File: src/rtl/term_pkg.sv
// Shared terminal constants: blit engine mode codes, FSM states and screen geometry.
package term_pkg;

  localparam logic [1:0] BLIT_FILL      = 2'd0;
  localparam logic [1:0] BLIT_COPY_UP   = 2'd1;
  localparam logic [1:0] BLIT_COPY_DOWN = 2'd2;

  localparam int TERM_COLS = 80;
  localparam int TERM_ROWS = 24;

  typedef enum logic [2:0] {
    ST_IDLE   = 3'd0,
    ST_FILL   = 3'd1,
    ST_READ   = 3'd2,
    ST_WRITE  = 3'd3,
    ST_FINISH = 3'd4
  } blit_state_e;

endpackage

File: src/rtl/text_blit.sv
// Block fill / scroll engine for the text RAM: fills a range with one word or
// moves a range up/down by an offset, one access per granted memory cycle.
module text_blit
  import term_pkg::*;
#(
  parameter int ADDR_W = 11,
  parameter int DATA_W = 8
) (
  input  logic              clk,
  input  logic              rst,
  input  logic              start,
  input  logic [1:0]        mode,
  input  logic [ADDR_W-1:0] cmd_begin,
  input  logic [ADDR_W-1:0] cmd_end,
  input  logic [ADDR_W-1:0] cmd_offset,
  input  logic [DATA_W-1:0] cmd_data,
  output logic              busy,
  output logic              done,
  output logic              mem_req,
  input  logic              mem_gnt,
  output logic              mem_we,
  output logic [ADDR_W-1:0] mem_addr,
  output logic [DATA_W-1:0] mem_wdata,
  input  logic [DATA_W-1:0] mem_rdata
);

  blit_state_e       state_r;
  logic [ADDR_W-1:0] begin_r;
  logic [ADDR_W-1:0] end_r;
  logic [ADDR_W-1:0] offset_r;
  logic [ADDR_W-1:0] dst_r;
  logic              down_r;
  logic              first_r;
  logic [DATA_W-1:0] hold_r;

  logic              is_copy_s;
  logic              is_down_s;
  logic [ADDR_W-1:0] first_dst_s;
  logic [ADDR_W-1:0] next_dst_s;
  logic              last_cell_s;

  // Source cell for a destination; wraps modulo the address space.
  function automatic logic [ADDR_W-1:0] src_addr(input logic [ADDR_W-1:0] dst,
                                                 input logic [ADDR_W-1:0] off,
                                                 input logic              down);
    return down ? (dst - off) : (dst + off);
  endfunction

  // Command decode and destination stepping.
  always_comb begin
    is_down_s   = (mode == BLIT_COPY_DOWN);
    is_copy_s   = (mode == BLIT_COPY_UP) || is_down_s;
    first_dst_s = is_down_s ? (cmd_end - ADDR_W'(1)) : cmd_begin;
    next_dst_s  = down_r ? (dst_r - ADDR_W'(1)) : (dst_r + ADDR_W'(1));
    last_cell_s = down_r ? (dst_r == begin_r) : (next_dst_s == end_r);
  end

  // The read word goes straight out in the first WRITE cycle; afterwards the
  // held copy covers stalls, since mem_rdata is only valid for one cycle.
  assign mem_wdata = (state_r == ST_WRITE && first_r) ? mem_rdata : hold_r;

  // Command sequencer: one transfer per granted cycle, outputs registered.
  always_ff @(posedge clk) begin
    if (rst) begin
      state_r  <= ST_IDLE;
      busy     <= 1'b0;
      done     <= 1'b0;
      mem_req  <= 1'b0;
      mem_we   <= 1'b0;
      mem_addr <= '0;
      hold_r   <= '0;
      begin_r  <= '0;
      end_r    <= '0;
      offset_r <= '0;
      dst_r    <= '0;
      down_r   <= 1'b0;
      first_r  <= 1'b0;
    end else if (start && !busy) begin
      begin_r  <= cmd_begin;
      end_r    <= cmd_end;
      offset_r <= cmd_offset;
      down_r   <= is_down_s;
      first_r  <= 1'b0;
      hold_r   <= cmd_data;
      busy     <= 1'b1;
      if (cmd_begin >= cmd_end) begin
        // Empty range: report completion at once without touching memory.
        state_r <= ST_FINISH;
        done    <= 1'b1;
        mem_req <= 1'b0;
        mem_we  <= 1'b0;
      end else if (is_copy_s) begin
        state_r  <= ST_READ;
        done     <= 1'b0;
        mem_req  <= 1'b1;
        mem_we   <= 1'b0;
        dst_r    <= first_dst_s;
        mem_addr <= src_addr(first_dst_s, cmd_offset, is_down_s);
      end else begin
        state_r  <= ST_FILL;
        done     <= 1'b0;
        mem_req  <= 1'b1;
        mem_we   <= 1'b1;
        dst_r    <= cmd_begin;
        mem_addr <= cmd_begin;
      end
    end else begin
      case (state_r)
        ST_IDLE: begin
          done <= 1'b0;
        end
        ST_FILL: begin
          if (mem_gnt) begin
            if (last_cell_s) begin
              state_r <= ST_FINISH;
              busy    <= 1'b0;
              done    <= 1'b1;
              mem_req <= 1'b0;
              mem_we  <= 1'b0;
            end else begin
              dst_r    <= next_dst_s;
              mem_addr <= next_dst_s;
            end
          end
        end
        ST_READ: begin
          if (mem_gnt) begin
            state_r  <= ST_WRITE;
            mem_we   <= 1'b1;
            mem_addr <= dst_r;
            first_r  <= 1'b1;
          end
        end
        ST_WRITE: begin
          first_r <= 1'b0;
          if (first_r) begin
            hold_r <= mem_rdata;
          end
          if (mem_gnt) begin
            if (last_cell_s) begin
              state_r <= ST_FINISH;
              busy    <= 1'b0;
              done    <= 1'b1;
              mem_req <= 1'b0;
              mem_we  <= 1'b0;
            end else begin
              state_r  <= ST_READ;
              mem_we   <= 1'b0;
              dst_r    <= next_dst_s;
              mem_addr <= src_addr(next_dst_s, offset_r, down_r);
            end
          end
        end
        ST_FINISH: begin
          state_r <= ST_IDLE;
          busy    <= 1'b0;
          done    <= 1'b0;
        end
        default: begin
          state_r <= ST_IDLE;
          busy    <= 1'b0;
          done    <= 1'b0;
          mem_req <= 1'b0;
          mem_we  <= 1'b0;
        end
      endcase
    end
  end

endmodule

File: config.mk
export PLATFORM = sky130hd
export DESIGN_NAME = text_blit
export DESIGN_NICKNAME = d
export VERILOG_FILES = /design/src/rtl/term_pkg.sv /design/src/rtl/text_blit.sv
export SDC_FILE = /design/constraint.sdc
export NUM_CORES = 1
export LEC_CHECK = 0
export CAP_MARGIN = 20
export CORE_MARGIN = 2
export CORE_UTILIZATION = 50
export CTS_CLUSTER_DIAMETER = 30
export DETAILED_ROUTE_END_ITERATION = 8
export HOLD_SLACK_MARGIN = 0.1
export PLACE_DENSITY_LB_ADDON = 0.1
export SLEW_MARGIN = 20
export SYNTH_ARGS = -nofsm -noshare
export SYNTH_HDL_FRONTEND = slang
export SYNTH_SLANG_ARGS = --single-unit
File: constraint.sdc
create_clock -name clk -period 10.6 [get_ports clk]
set_input_delay 2.65 -clock clk [delete_from_list [all_inputs] [get_ports clk]]
set_output_delay 2.65 -clock clk [all_outputs]
set_load 0.005 [all_outputs]
* Yosys cells after proc, flatten, opt, wreduce, memory -nomap -nowiden
Cells that the tools add are included.
** Operators by class
- $add $sub $neg :: 7
- $mul :: 0
- Divide/modulo/power cells :: 0
- $lt $le $gt $ge :: 1
- Eq/ne operators :: 24
- Shift-type cells :: 0
- Multiplexer cells :: 50
- Bitwise gates (word level) :: 0
- Reductions and logical operators :: 25
** Operator list (number)
- 11-bit 2-to-1 mux :: 16
- 11-bit one-hot mux with 3 select lines :: 1
- 8-bit 2-to-1 mux :: 4
- 11-bit adder :: 2
- 11-bit equality test :: 2
- 11-bit by 1-bit subtractor with 11-bit output (second input constant) :: 2
- 11-bit subtractor :: 2
- 3-bit 2-to-1 mux :: 7
- 1-bit 2-to-1 mux :: 15
- 3-bit != test (second input constant) :: 4
- 3-bit one-hot mux with 4 select lines :: 1
- 11-bit by 1-bit adder with 11-bit output (second input constant) :: 1
- 11-bit >= comparator :: 1
- 5-bit AND reduction :: 2
- 2-bit nonzero test :: 5
- 3-bit AND reduction :: 3
- 2-bit by 1-bit != test with 1-bit output (second input constant) :: 4
- 2-bit != test (second input constant) :: 4
- 1-bit one-hot mux with 2 select lines :: 4
- 2-bit OR reduction :: 4
- 7-bit AND reduction :: 1
- 3-bit by 2-bit equality test with 1-bit output (second input constant) :: 2
- 3-bit by 1-bit != test with 1-bit output (second input constant) :: 2
- 3-bit by 2-bit != test with 1-bit output (second input constant) :: 2
- 14 further kinds :: 16
** Word-level totals
- Flip-flop bits (word level) :: 72
- Latch bits :: 0
- Bits in writable memories :: 0
- Bits in read-only memories :: 0
- Input port bits :: 55
- Output and inout port bits :: 23
- Memories kept :: 0

* Depth between registers and ports, before layout
- Depth after elaboration :: 8
- Depth in mapped cells :: 17
- Mapped depth without buffers :: 16

* Worst setup path before layout
OpenSTA, ideal clock, no wires.
- Kind :: input to register
- Start :: input mode[0]
- End :: register mem_addr[7]
- Data arrival time :: 5.608 ns
- Data required time :: 10.530 ns
- Setup slack :: 4.922 ns
- Cell stages on the path :: 16
- Path buffers :: 2
- Path through :: inv_1 > ha_1 > buf_1 > clkbuf_1 > mux2_2 > inv_1 > ha_1 > nor2b_1 > o21ai_0 > a21oi_1 > o41ai_1 > xor2_1 > o21ai_0 > o31ai_1 > or3_1 > a21oi_1
** On the way
- Longest elaborated chain between the ends :: 7
- Elaborated cells on any way between the ends :: 10
- Classes of those cells :: add/sub: 2; eq/ne: 2; mux: 5; reduce/logical: 1
** RTL lines
- from (decl) :: RTL line text_blit.sv:12 : input logic [1:0] mode,
- 2-bit equality test * :: RTL line text_blit.sv:51 : is_down_s = (mode == BLIT_COPY_DOWN);
- net is_down_s :: RTL line text_blit.sv:37 : logic is_down_s;
- 11-bit 2-to-1 mux :: RTL line text_blit.sv:53 : first_dst_s = is_down_s ? (cmd_end - ADDR_W'(1)) : cmd_begin;
- 11-bit adder / 11-bit subtractor (equally long branches) :: RTL line text_blit.sv:46 : return down ? (dst - off) : (dst + off);
- 11-bit 2-to-1 mux :: RTL line text_blit.sv:46
- 11-bit 2-to-1 mux * :: RTL line text_blit.sv:92 : end else if (is_copy_s) begin
- 11-bit 2-to-1 mux * :: RTL line text_blit.sv:86 : if (cmd_begin >= cmd_end) begin
- 11-bit 2-to-1 mux * :: RTL line text_blit.sv:78 : end else if (start && !busy) begin
- to (signal assigned) :: RTL line text_blit.sv:98 : mem_addr <= src_addr(first_dst_s, cmd_offset, is_down_s);
- to (signal assigned) :: RTL line text_blit.sv:105 : mem_addr <= cmd_begin;
- to (signal assigned) :: RTL line text_blit.sv:122 : mem_addr <= next_dst_s;
- to (decl) :: RTL line text_blit.sv:22 : output logic [ADDR_W-1:0] mem_addr,
The timed path passes the listed nets; every way through them passes the cells marked *. The select of a mux whose other input is x is not followed.
A chain may end at the register's enable or synchronous reset.

* Final worst setup path
- Start :: input mem_rdata[3]
- End :: output mem_wdata[3]
** On the way
- Longest elaborated chain between the ends :: 1
** RTL lines
- from (decl) :: RTL line text_blit.sv:24 : input logic [DATA_W-1:0] mem_rdata
- 8-bit 2-to-1 mux :: RTL line text_blit.sv:60 : assign mem_wdata = (state_r == ST_WRITE && first_r) ? mem_rdata : hold_r;
- to (decl) :: RTL line text_blit.sv:23 : output logic [DATA_W-1:0] mem_wdata,
No other way between the ends.

==> metrics.md <==
| Metric | Value |
|---|---|
| Outcome | `completed` |
| Setup violations, final | `0` |
| TritonCTS Buffers | `9` |
| Initial Util | `0.511` |
| Unrepaired setup endpoints after global routing | `no` |
| Number of flops mapped to enable cells by yosys | `0` |
| Final HPWL DP | `14,400 um` |
| DRT Pass-1 Iters | `5` |
| Register area | `~1400 sq um` |
| Final #Nets | `just under 1,000` |
| Initial antenna violation count | `0` |
| Clk pwr share | `0.332` |
| GR Util All Layers | `0.292` |
| Area Growth Syn to Fin | `18.1%` |
| Warnings from Yosys | `0` |
| CP Class | `in -> out` |
| Final worst-path cycle share | `0.607` |
| Slew HR | `0.349` |
| Post-synth cell types | `66` |
| RR Endpoint | `mem_addr[10]$_SDFFE_PP0P_` |
| Most frequent cells in the layout | `113 x nand2_1, 98 x nor2_1, 95 x a21oi_1` |
| Highest metal used | `met4` |
| Die width | `between 100 and 150 um` |
| Internal power | `667 uW` |
| Worst skew pair latency | `0.35 ns` |
| Crit Path Max Fanout | `2` |
| Clk pin slew, worst setup/hold paths | `0.06 ns` |
| Placed insts | `1,022` |
| Yosys top cell area share | `0.235` |
| Syn_area_per_cell | `7.29 sq um` |
| Req. time, crit path | `7.95 ns` |
| Sw frac | `0.345` |
| Grt ovf | `0` |
| Ys async rst share | `0` |
| Max Fclk | `155 MHz` |
| Synth Register Bits | `72` |
| IO Pins | `78` |
| DR DRC count | `0` |
| DRT iter0 DRCs | `461` |
| Filler instances | `1,115` |
| Final std cells w/o fill | `a little over 1,000` |
| GP Congestion | `~0.97` |
| Type of the worst min-delay path | `reg -> reg` |
| CP Capture Type | `primary output` |
| Leak Pwr | `2.86 nW` |
| Max cap viols | `0` |
| Final clock skew | `0.00559 ns` |
| Top_reg_cell synth | `dfxtp_1` |
| RR Startpoint | `down_r$_SDFFE_PP0P_` |
| Global-route wire length before repair | `between 20,000 and 30,000 um` |
| Post-route ant nets | `0` |
| H-tree levels | `3` |
| Vias after detailed routing | `6,142` |
| Logic pwr share | `0.364` |
| Setup bufs post-CTS | `0` |
| Setup TNS | `0 ns` |
| Worst reg-to-reg path cell count | `15` |
| Hold Buf Count CTS | `0` |
| Die H | `around 110 um` |
| Share of layout cells above drive strength 1 | `0.0471` |
| Clk buf depth | `2` |
| Hold Path Origin | `mem_addr[5]$_SDFFE_PP0P_` |
| Die area | `between 10,000 and 15,000 sq um` |
| R2R Setup Slk | `5.55 ns` |
| Power density cells | `140 nW/um^2` |
| Pin count of the biggest net entering global routing | `86` |
| Peak VDD IR | `between 0.1 and 0.15 mV` |
| Mapped Cells | `843` |
| M1 wire length | `just over 8000 um` |
| Final hold violations | `0` |
| Core area | `approximately 12,000 sq um` |
| Worst Max-Slew Pin Slew | `between 0.9 and 1 ns` |
| Clock sink count | `72` |
| Total Routed Length | `19,100 um` |
| Vias in the first global route | `~5,700` |
| Hold endpoint | `mem_addr[5]$_SDFFE_PP0P_` |
| Yosys top cell by area | `dfxtp_1` |
| Post-DR vias/cell | `5.92` |
| Met3 WL | `1120 um` |
| Flop pwr share | `0.304` |
| Multi-input gate area | `4360 sq um` |
| Wire per inst | `18.4 um` |
| PostCTS Resize Cnt | `0` |
| Synth top area cells | `dfxtp_1 23%, ha_1 9.0%, xnor2_1 8.0%` |
| Sequential share of the synthesized area | `0.235` |
| Met2 wire len | `~9100 um` |
| Row count | `40` |
| Worst Setup Start Kind | `input port` |
| Clock root cell | `clkbuf_16` |
| P_sw | `351 uW` |
| Critical path arrival | `between 3 and 4 ns` |
| Cell depth of the worst hold path | `2` |
| Minimum clock period | `6.43 ns` |
| Syn nets | `945` |
| # diodes | `0` |
| Fin. max-slew vios | `0` |
| Cell Area, Synth | `6140 sq um` |
| TritonCTS clock tree | `yes` |
| Buffers on Ports | `77` |
| Most common cell after layout, fill and taps aside | `nand2_1` |
-- power by group through the flow --
stage / registers (mW) / logic (mW) / clock network, mW
2_1_floorplan: 0.308 / 0.261 / 0
6_report: 0.310 / 0.371 / 0.338
3_5_place_dp: 0.316 / 0.365 / 0
3_3_place_gp: 0.315 / 0.358 / 0
5_1_grt: 0.312 / 0.410 / 0.352
4_1_cts: 0.310 / 0.367 / 0.341
-- synth_stat cells (5+ instances only) --
master / instances
a211o_1: 11
and3_1: 7
a21oi_1: 95
nor2_1: 98
inv_1: 37
nor3_1: 30
o21ai_0: 32
buf_2: 5
nor4_1: 7
ha_1: 44
o211ai_1: 9
mux2i_1: 20
nand4_1: 7
xnor2_1: 56
a21o_1: 8
nand2b_1: 14
o21ai_1: 7
mux2_2: 10
a31oi_1: 12
a211oi_1: 11
nand2_1: 113
xor2_1: 12
buf_1: 7
nor2b_1: 11
clkbuf_1: 35
dfxtp_1: 72
nand3_1: 10
-- layer usage --
metal,up-vias,global-route usage
li1,3044,-
met1,2860,0.377
met2,201,0.490
met3,37,0.0459
met4,0,0.111
met5,-,0
-- sequential cells by signal (all words and copies together) (netlist names) --
| name | count |
|---|---|
| begin_r | 11 |
| dst_r | 11 |
| end_r | 11 |
| mem_addr | 11 |
| offset_r | 11 |
| hold_r | 8 |
| state_r | 3 |
| busy | 1 |
| done | 1 |
| down_r | 1 |
| first_r | 1 |
| mem_req | 1 |
| mem_we | 1 |
-- worst max path at each step --
stage / from / endpoint / slack (ns) / cells past startpoint
floorplan: mode[0] / mem_addr[7]$_SDFFE_PP0P_ / 4.92 / 16
global placement: mode[1] / mem_addr[7]$_SDFFE_PP0P_ / 4.17 / 14
detailed placement: mode[1] / mem_addr[7]$_SDFFE_PP0P_ / 4.04 / 14
CTS: mem_rdata[6] / mem_wdata[6] / 4.17 / 3
global route: mem_rdata[1] / mem_wdata[1] / 4.14 / 3
finish: mem_rdata[3] / mem_wdata[3] / 4.17 / 3
-- critical path: stages --
cell             delay, ns
clkdlybuf4s50_1       0.40
mux2_2                0.28
clkdlybuf4s50_1       0.46
-- kinds of logic after synthesis --
logic type / share of synthesized area
mux: 0.0527
buf+inv: 0.0572
fa+ha+maj: 0.101
compound gates: 0.227
xor+xnor: 0.0969
flops: 0.235
simple gates: 0.231
-- final cells by class --
| class | count | area share |
|---|---|---|
| multi-input combinational | 684 | 0.602 |
| clock buffer | 11 | 0.0335 |
| inverter | 37 | 0.0191 |
| timing repair buffer | 82 | 0.111 |
| tap | 147 | 0.0254 |
| sequential | 72 | 0.199 |
| clock inverter | 5 | 0.0110 |
-- through the flow --
| stage | setup slack, ns | cell area [sq um] | hold slack, ns | util | total power [mW] |
|---|---|---|---|---|---|
| 6_report | 4.17 | 7250 | 0.459 | 0.604 | 1.02 |
| 5_1_grt | 4.14 | 7250 | 0.491 | 0.604 | 1.07 |
| 4_1_cts | 4.17 | 7250 | 0.461 | 0.604 | 1.02 |
| 3_5_place_dp | 4.04 | 6930 | 0.450 | 0.577 | 0.681 |
| 3_3_place_gp | 4.17 | 6930 | 0.442 | 0.577 | 0.673 |
| 2_1_floorplan | 4.92 | 6140 | 0.445 | - | 0.569 |
(Power assumes the default switching activity.)
